`src/rtl/mod_n_counter.sv`:
```
// Purpose : free-running modulo-n up/down counter, wraps at 0 and n-1 in both directions.
// Latency : one clock; count (and tc) are registered, with no combinational path from inputs.
// Backpressure: none; one step every clock edge and there is no enable or stall.
//
// Ports:
//   clk      rising-edge clock (single domain)
//   rst      synchronous active-high reset, forces count (and tc) to 0
//   up_down  1 = count up, 0 = count down, sampled at the clock edge
//   count    registered counter value, range 0..n-1
//   tc       (only with MODENCOUNTER_TC_EN) registered terminal-count flag aligned with count
//
// Optional feature macro: MODENCOUNTER_TC_EN (adds the tc output).
module mod_n_counter #(
  parameter int n     = 16,
  parameter int WIDTH = 4
) (
  input  logic             clk,
  input  logic             rst,
  input  logic             up_down,
  output logic [WIDTH-1:0] count
`ifdef MODENCOUNTER_TC_EN
  ,
  output logic             tc
`endif
);

  // Reject illegal configurations before anything is built.
  if (n < 2 || n > (2 ** WIDTH)) begin : g_bad_param
    $error("mod_n_counter: n=%0d must lie in 2..2**WIDTH (WIDTH=%0d)", n, WIDTH);
  end

  // Highest legal value, truncated to WIDTH bits so n = 2**WIDTH needs no extra bit.
  localparam logic [WIDTH-1:0] LAST = WIDTH'(n - 1);
  localparam logic [WIDTH-1:0] ONE  = WIDTH'(1);

  logic [WIDTH-1:0] count_next;

  // Next-state arithmetic. A value above LAST can only appear through forcing or
  // X-recovery; it returns to 0 regardless of direction.
  always_comb begin
    count_next = count;
    if (count > LAST) begin
      count_next = '0;
    end else if (up_down) begin
      count_next = (count == LAST) ? '0 : count + ONE;
    end else begin
      count_next = (count == '0) ? LAST : count - ONE;
    end
  end

  always_ff @(posedge clk) begin
    if (rst) begin
      count <= '0;
    end else begin
      count <= count_next;
    end
  end

`ifdef MODENCOUNTER_TC_EN
  logic [WIDTH-1:0] terminal;

  // Terminal value depends on the direction sampled on the same edge that loads
  // count_next, so the registered flag lines up with the registered count.
  always_comb begin
    terminal = up_down ? LAST : '0;
  end

  always_ff @(posedge clk) begin
    if (rst) begin
      tc <= 1'b0;
    end else begin
      tc <= (count_next == terminal);
    end
  end
`endif

endmodule

```
`config.mk`:
```
export PLATFORM = sky130hd
export DESIGN_NAME = mod_n_counter
export DESIGN_NICKNAME = d
export VERILOG_FILES = /design/src/rtl/mod_n_counter.sv
export SDC_FILE = /design/constraint.sdc
export NUM_CORES = 1
export LEC_CHECK = 0
export ABC_AREA = 1
export CORE_AREA = 2 2 39 41
export DETAILED_ROUTE_END_ITERATION = 10
export DIE_AREA = 0 0 41 43
export PLACE_DENSITY = 0.35
export SYNTH_ARGS = -nofsm -noshare
export SYNTH_HDL_FRONTEND = slang
export SYNTH_SLANG_ARGS = --single-unit
```
`constraint.sdc`:
```
create_clock -name clk -period 1.35 [get_ports clk]
set_input_delay 0.3375 -clock clk [delete_from_list [all_inputs] [get_ports clk]]
set_output_delay 0.3375 -clock clk [all_outputs]
set_load 0.01 [all_outputs]
```
Word level (Yosys, flattened, before mapping). Cells that the tools add are included. Widths: inputs -> output; s select.

Add/sub/neg operators: 2. Reductions and logical operators: 2. Magnitude comparators: 1. Mux-type cells: 3. Eq/ne operators: 1.

Operators by type and width (count): $mux 4 (3); $add 4x1->4 const B (1); $eq 4x4->1 const B (1); $gt 4x4->1 const B (1); $logic_not 4->1 (1); $sub 4x1->4 const B (1); $reduce_or 2->1 (1).

Output and inout bits: 4. Input bits: 3. Register bits after elaboration: 4.

Logic depth before layout (Yosys ltp). Gate-level depths: netlist of run 1.

Word-level depth: 3. Depth in mapped cells: 6. Gate-level depth less buffers: 6.

Worst setup path before layout of run 1. Ideal clock, no wire load.

Kind: register to register. Start: reg count[0]. End: reg count[3]. Stages on the path, launching flop included: 7. Required time: 1.234 ns. Path slack: 0.195 ns. Path buffers: 0. Arrival time: 1.039 ns. Cell sequence: dfxtp_1 > inv_1 > ha_1 > a21oi_1 > nand2_1 > nand3_1 > a21oi_1.

Longest elaborated chain between the ends: 3.

RTL lines: from (decl) (RTL line 20) `output logic [WIDTH-1:0] count`; from (signal assigned) (RTL line 55) `count <= count_next;`; $sub 4x1->4, or another cell as far along (RTL line 47) `count_next = (count == '0) ? LAST : count - ONE;`; $mux 4 (on tied branches) (RTL line 47, 45); $mux 4 (RTL line 44) `end else if (up_down) begin`.

Parallel ways exist; a longest one is shown, timed or not. A chain may end at the register's enable or synchronous reset.

Worst setup path in the final report of run 1.
Start: reg count[0]. End: out count[0].

No word-level cell between the ends.

==> impl_metrics.ini, run 1 <==
[place]
place_congestion = 0.765
port_buffers = 6
placedInstanceArea_um2 = 358
pre_cts_slack_ps = -36.0
dp_hpwl_um = 454

[clock_tree]
postCtsSetupBuffers = 0
clk_latency_ps = 230
root_buffer = clkbuf_4
post_cts_resized = 4
cts_buffer_depth = 2
hold_buffers = 0
cts_tree = yes
clock-sinks = 4
cts_htree_levels = 1
clkTransAtPathRegs_ps = 40
numCtsBuffers = 3

[detailed_routing]
num_vias = 269
drtIter0Drc = 10
wl_per_cell_um = 8.72
totalWireLength_um = 567
antenna_left = 0
dr.pass1.iters = 4
via_per_inst = 4.14
drc = 0

[power_and_ir_drop]
cellLeakagePower_nw = 0.192
power_w = 0.000526
power_density_nw_per_um2 = 1400
ir_drop_uv = 484

[timing]
setup_viol = 0
finalHoldViolCount = 0
worstMarginPinSlew_ps = 175
period_needed_ps = 1250
fin_tns_setup_ps = 0
slew_violations = 0
rsz0062_at_grt = false
fmaxAchievable_mhz = 801
period_share = 0.924
timing.final.ws_setup_ps = 102
skew_ps = 1.96
maxSlewHeadroom = 0.883

[worst_hold_path]
hold_path.class = flop to flop

[floorplan]
dieArea_um2 = 1760
die_width_um = 41
initial_core_util = 0.174
design.core.area_um2 = 1380
core.rowCount = 14
die_y_um = 43
pin_count = 7

[logic_synthesis]
synth_top_area_cell = dfxtp_1
yosysWarningCount = 0
synthFlopType = dfxtp_1
synth_area_leaders = dfxtp_1 (33%), nand2_1 (11%), ha_1 (10%)
async_reset_ff_frac = 0
yosysUniqueCellTypes = 13
syn_avg_cell_area_um2 = 6.86
synth_fp_nets = 40
synth_seq_area_share = 0.333
syn-cell-area_um2 = 240
synth_edf_count = 0
synth_most_common_cell = nand2_1
syn_inst = 35
synth_top_area_share = 0.333
ys_ff_latch = 4
synth_common_cells = nand2_1 (7), inv_1 (5), nand3_1 (5)

[layout]
regMostFlops = count
fin_area_um2 = 375
reg_top3 = count x4
largest_reg_flops = 4
nets = 56
drive_above_1_share = 0.184
area_growth_pct = 56.3
antenna-diode-count = 0

[global_routing]
grt_max_degree = 8
antenna_found_initial = 0
met2_usage = 0.122
top_usage_layer = met2
overflow = 0
grt_pass1_vias = 266
grt_use_met1 = 0.112
grt_usage = 0.0903
use_met3 = 0.0209
grt_pass1_wl_um = 1070

[critical_path]
critical_path_buf_inv_count = 1
startpoint_type = flop
crit_fanout = 5
crit_arrival_ps = 910
path_delay_family = flip-flops
r2r_slack_ps = 140
cp_slowest_stage_delay_ps = 390
required_ps = 1010
crit_slowest_cell = dfxtp_1
endpoint_kind = output port
crit_chain = dlygate4sd2_1
critPathKind = flop to output port

[outcome]
status = finished, final reports clean

[job]
maxCapViolations = 0
==> metrics by stage <==
step | instances | util | hold WS [ps]
after global routing | 65 | 0.271 | 655
after global placement | 62 | 0.259 | 601
after detailed placement | 62 | 0.259 | 606
after CTS | 65 | 0.271 | 620
after floorplan | 35 | - | 407
final | 65 | 0.271 | 615
==> power by group <==
| part | total, W | internal [W] | switching (W) |
|---|---|---|---|
| Sequential | 0.000158 | 0.000143 | 0.0000143 |
| Combinational | 0.000221 | 0.000105 | 0.000116 |
| Clock | 0.000148 | 0.0000994 | 0.0000483 |
==> final cells by class <==
| type | count | area [um^2] |
|---|---|---|
| multi-input combinational | 25 | 138 |
| fill | 170 | 1010 |
| inverter | 6 | 22.5 |
| tap | 16 | 20.0 |
| clock buffer | 3 | 22.5 |
| timing repair buffer | 11 | 92.6 |
| sequential | 4 | 80.1 |
==> placed cells by master (no fill, tap or decap), types with 2 or more instances in the layout <==
cell type and n:
nor2_1 2, clkdlybuf4s50_1 2, dlygate4sd2_1 4, dfxtp_1 4, nand3_1 5, buf_4 5
clkbuf_4 3, inv_1 5, nand2_1 7, ha_1 2, a21oi_1 4
==> kinds of logic (layout without fill, tap and decap cells) <==
logic type / count (synthesis) / in the layout / share of synthesized area
AOI/OAI and AO/OA: 6 / 6 / 0.141
xor gates and xnor gates: 1 / 1 / 0.0365
adders and majority gates: 2 / 2 / 0.104
buffers and inverters: 6 / 20 / 0.0937
DFF: 4 / 4 / 0.333
and+or+nand+nor: 16 / 16 / 0.292
==> final timing paths <==
kind              startpoint  endpoint  cells past startpoint
setup reg to reg    count[0]  count[3]                      6
hold / removal      count[2]  count[2]                      2
setup / recovery    count[0]  count[0]                      1
hold reg to reg     count[2]  count[2]                      2
==> routing by layer <==
| metal | routed length, um | share of wire |
|---|---|---|
| met1 | 248 | 0.44 |
| met5 | 0 | 0 |
| met2 | 271 | 0.48 |
| met3 | 35 | 0.062 |
| met4 | 11 | 0.019 |
Note: power is estimated with default switching activity, not from simulation.
==> run 2, diff against run 1 <==
==> constraint.sdc (replaced) <==
create_clock -name clk -period 1.4 [get_ports clk]
set_input_delay 0.35 -clock clk [delete_from_list [all_inputs] [get_ports clk]]
set_output_delay 0.35 -clock clk [all_outputs]
set_load 0.01 [all_outputs]
==> run 2 against run 1 <==
- critical path depth did not move
- clock power barely moved
- clock-buffer cell count did not move
- cell count did not move
- via count rose by 5.6%
- routed wire length rose by 0.88%
- global-route usage fell by 0.40 points
- setup slack improved by 31 ps
- hold slack got worse by 4.2 ps
- sequential cell count did not move
- die area did not move
- total power fell by 2.1%
- critical endpoint unchanged
- largest cell class unchanged
==> impl_metrics.ini, run 2 (synthesis results as in run 1) <==
[detailed_routing]
wl_per_cell_um = 8.80
drc = 0
drtIter0Drc = 6
totalWireLength_um = 572
dr.pass1.iters = 4
antenna_left = 0
num_vias = 284
via_per_inst = 4.37

[critical_path]
crit_fanout = 5
path_delay_family = flip-flops
crit_arrival_ps = 920
endpoint_kind = output port
crit_chain = dlygate4sd2_1
r2r_cells = 6
r2r_end = count[3]
startpoint = count[0]
path_depth = 1
startpoint_type = flop
cp-endpoint = count[0]
r2r_start = count[0]
critPathKind = flop to output port
r2r_slack_ps = 180
crit_slowest_cell = dfxtp_1
required_ps = 1050
cp_slowest_stage_delay_ps = 390
critical_path_buf_inv_count = 1

[layout]
multi_input_area_um2 = 138
fill_cells = 157
area_growth_pct = 56.3
fin_area_um2 = 375
mostFrequentLayoutCells = nand2_1 (7), inv_1 (5), nand3_1 (5), buf_4 (5)
nets = 56
largest_reg_flops = 4
regMostFlops = count
drive_above_1_share = 0.184
antenna-diode-count = 0
layout_commonest_cell = nand2_1
layoutNonFillerInstCount = 65
reg_top3 = count x4
regArea_um2 = 80.1

[timing]
slew_violations = 0
maxSlewHeadroom = 0.890
setup_viol = 0
fin_tns_setup_ps = 0
fmaxAchievable_mhz = 789
worstMarginPinSlew_ps = 164
rsz0062_at_grt = false
timing.final.ws_setup_ps = 133
finalHoldViolCount = 0
period_needed_ps = 1270
skew_ps = 2.76
period_share = 0.905

[global_routing]
grt_pass1_vias = 228
antenna_found_initial = 0
grt_pass1_wl_um = 931
overflow = 0
grt_usage = 0.0863
grt_max_degree = 8

[floorplan]
initial_core_util = 0.174
die_y_um = 43
dieArea_um2 = 1760
design.core.area_um2 = 1380
die_width_um = 41
core.rowCount = 14
pin_count = 7

[clock_tree]
cts_buffer_depth = 2
numCtsBuffers = 3
clkTransAtPathRegs_ps = 40
postCtsSetupBuffers = 0
cts_tree = yes
root_buffer = clkbuf_4
clk_latency_ps = 240
clock-sinks = 4
cts_htree_levels = 1

[place]
pre_cts_slack_ps = 20.1
placedInstanceArea_um2 = 358
place_congestion = 0.763
dp_hpwl_um = 464
placed_cells = 62
port_buffers = 6

[power_and_ir_drop]
cellLeakagePower_nw = 0.192
power_w = 0.000515
swShare = 0.348
intPower_w = 0.000336
power.switching_w = 0.000179
pwr-share-clk = 0.286
power_density_nw_per_um2 = 1370
seqPwrFrac = 0.296
ir_drop_uv = 439
p_comb_frac = 0.418

[worst_hold_path]
hold_path.class = flop to flop

[outcome]
status = finished, final reports clean

[job]
maxCapViolations = 0
==> run 2: layout make-up <==
| cell class | count | share of cell area |
|---|---|---|
| clock buffer | 3 | 0.0600 |
| tap | 16 | 0.0533 |
| sequential | 4 | 0.213 |
| inverter | 6 | 0.0600 |
| multi-input combinational | 25 | 0.367 |
| timing repair buffer | 11 | 0.247 |
==> run 2: power by group through the flow <==
stage          registers [W]  logic [W]  clock network (W)
2_1_floorplan       0.000181  0.0000965                  0
3_3_place_gp        0.000154   0.000232                  0
3_5_place_dp        0.000156   0.000232                  0
4_1_cts             0.000153   0.000217           0.000154
5_1_grt             0.000156   0.000243           0.000165
6_report            0.000153   0.000215           0.000147
==> run 2: stage by stage <==
stage / hold WS (ps) / util
2_1_floorplan: 419 / -
3_3_place_gp: 598 / 0.259
3_5_place_dp: 603 / 0.259
4_1_cts: 612 / 0.271
5_1_grt: 674 / 0.271
6_report: 610 / 0.271
==> run 2: worst min path at each step <==
stage               cells after the start  endpoint     start
global placement                        2  count[2]  count[2]
global route                            2  count[2]  count[2]
floorplan                               1  count[3]       rst
finish                                  2  count[2]  count[2]
detailed placement                      2  count[2]  count[2]
CTS                                     2  count[2]  count[2]
==> run 2: metal layers <==
layer | global-route usage | share of wire | vias to the layer above
met4 | 0.0800 | 0.026 | 0
met1 | 0.0962 | 0.43 | 121
met2 | 0.106 | 0.46 | 15
met5 | 0 | 0 | -
li1 | - | - | 146
met3 | 0.0524 | 0.075 | 2
==> run 2: worst reg2reg max path, cell delays in order, from the launching register on <==
cell,delay [ps]
dfxtp_1,390
inv_1,120
ha_1,240
a21oi_1,170
nand2_1,70
nand3_1,60
a21oi_1,60
==> run 2: repair_timing <==
action	in CTS	in global routing
gates resized for setup	4	0
hold buffers	0	0
endpoints found under the setup margin	4	0
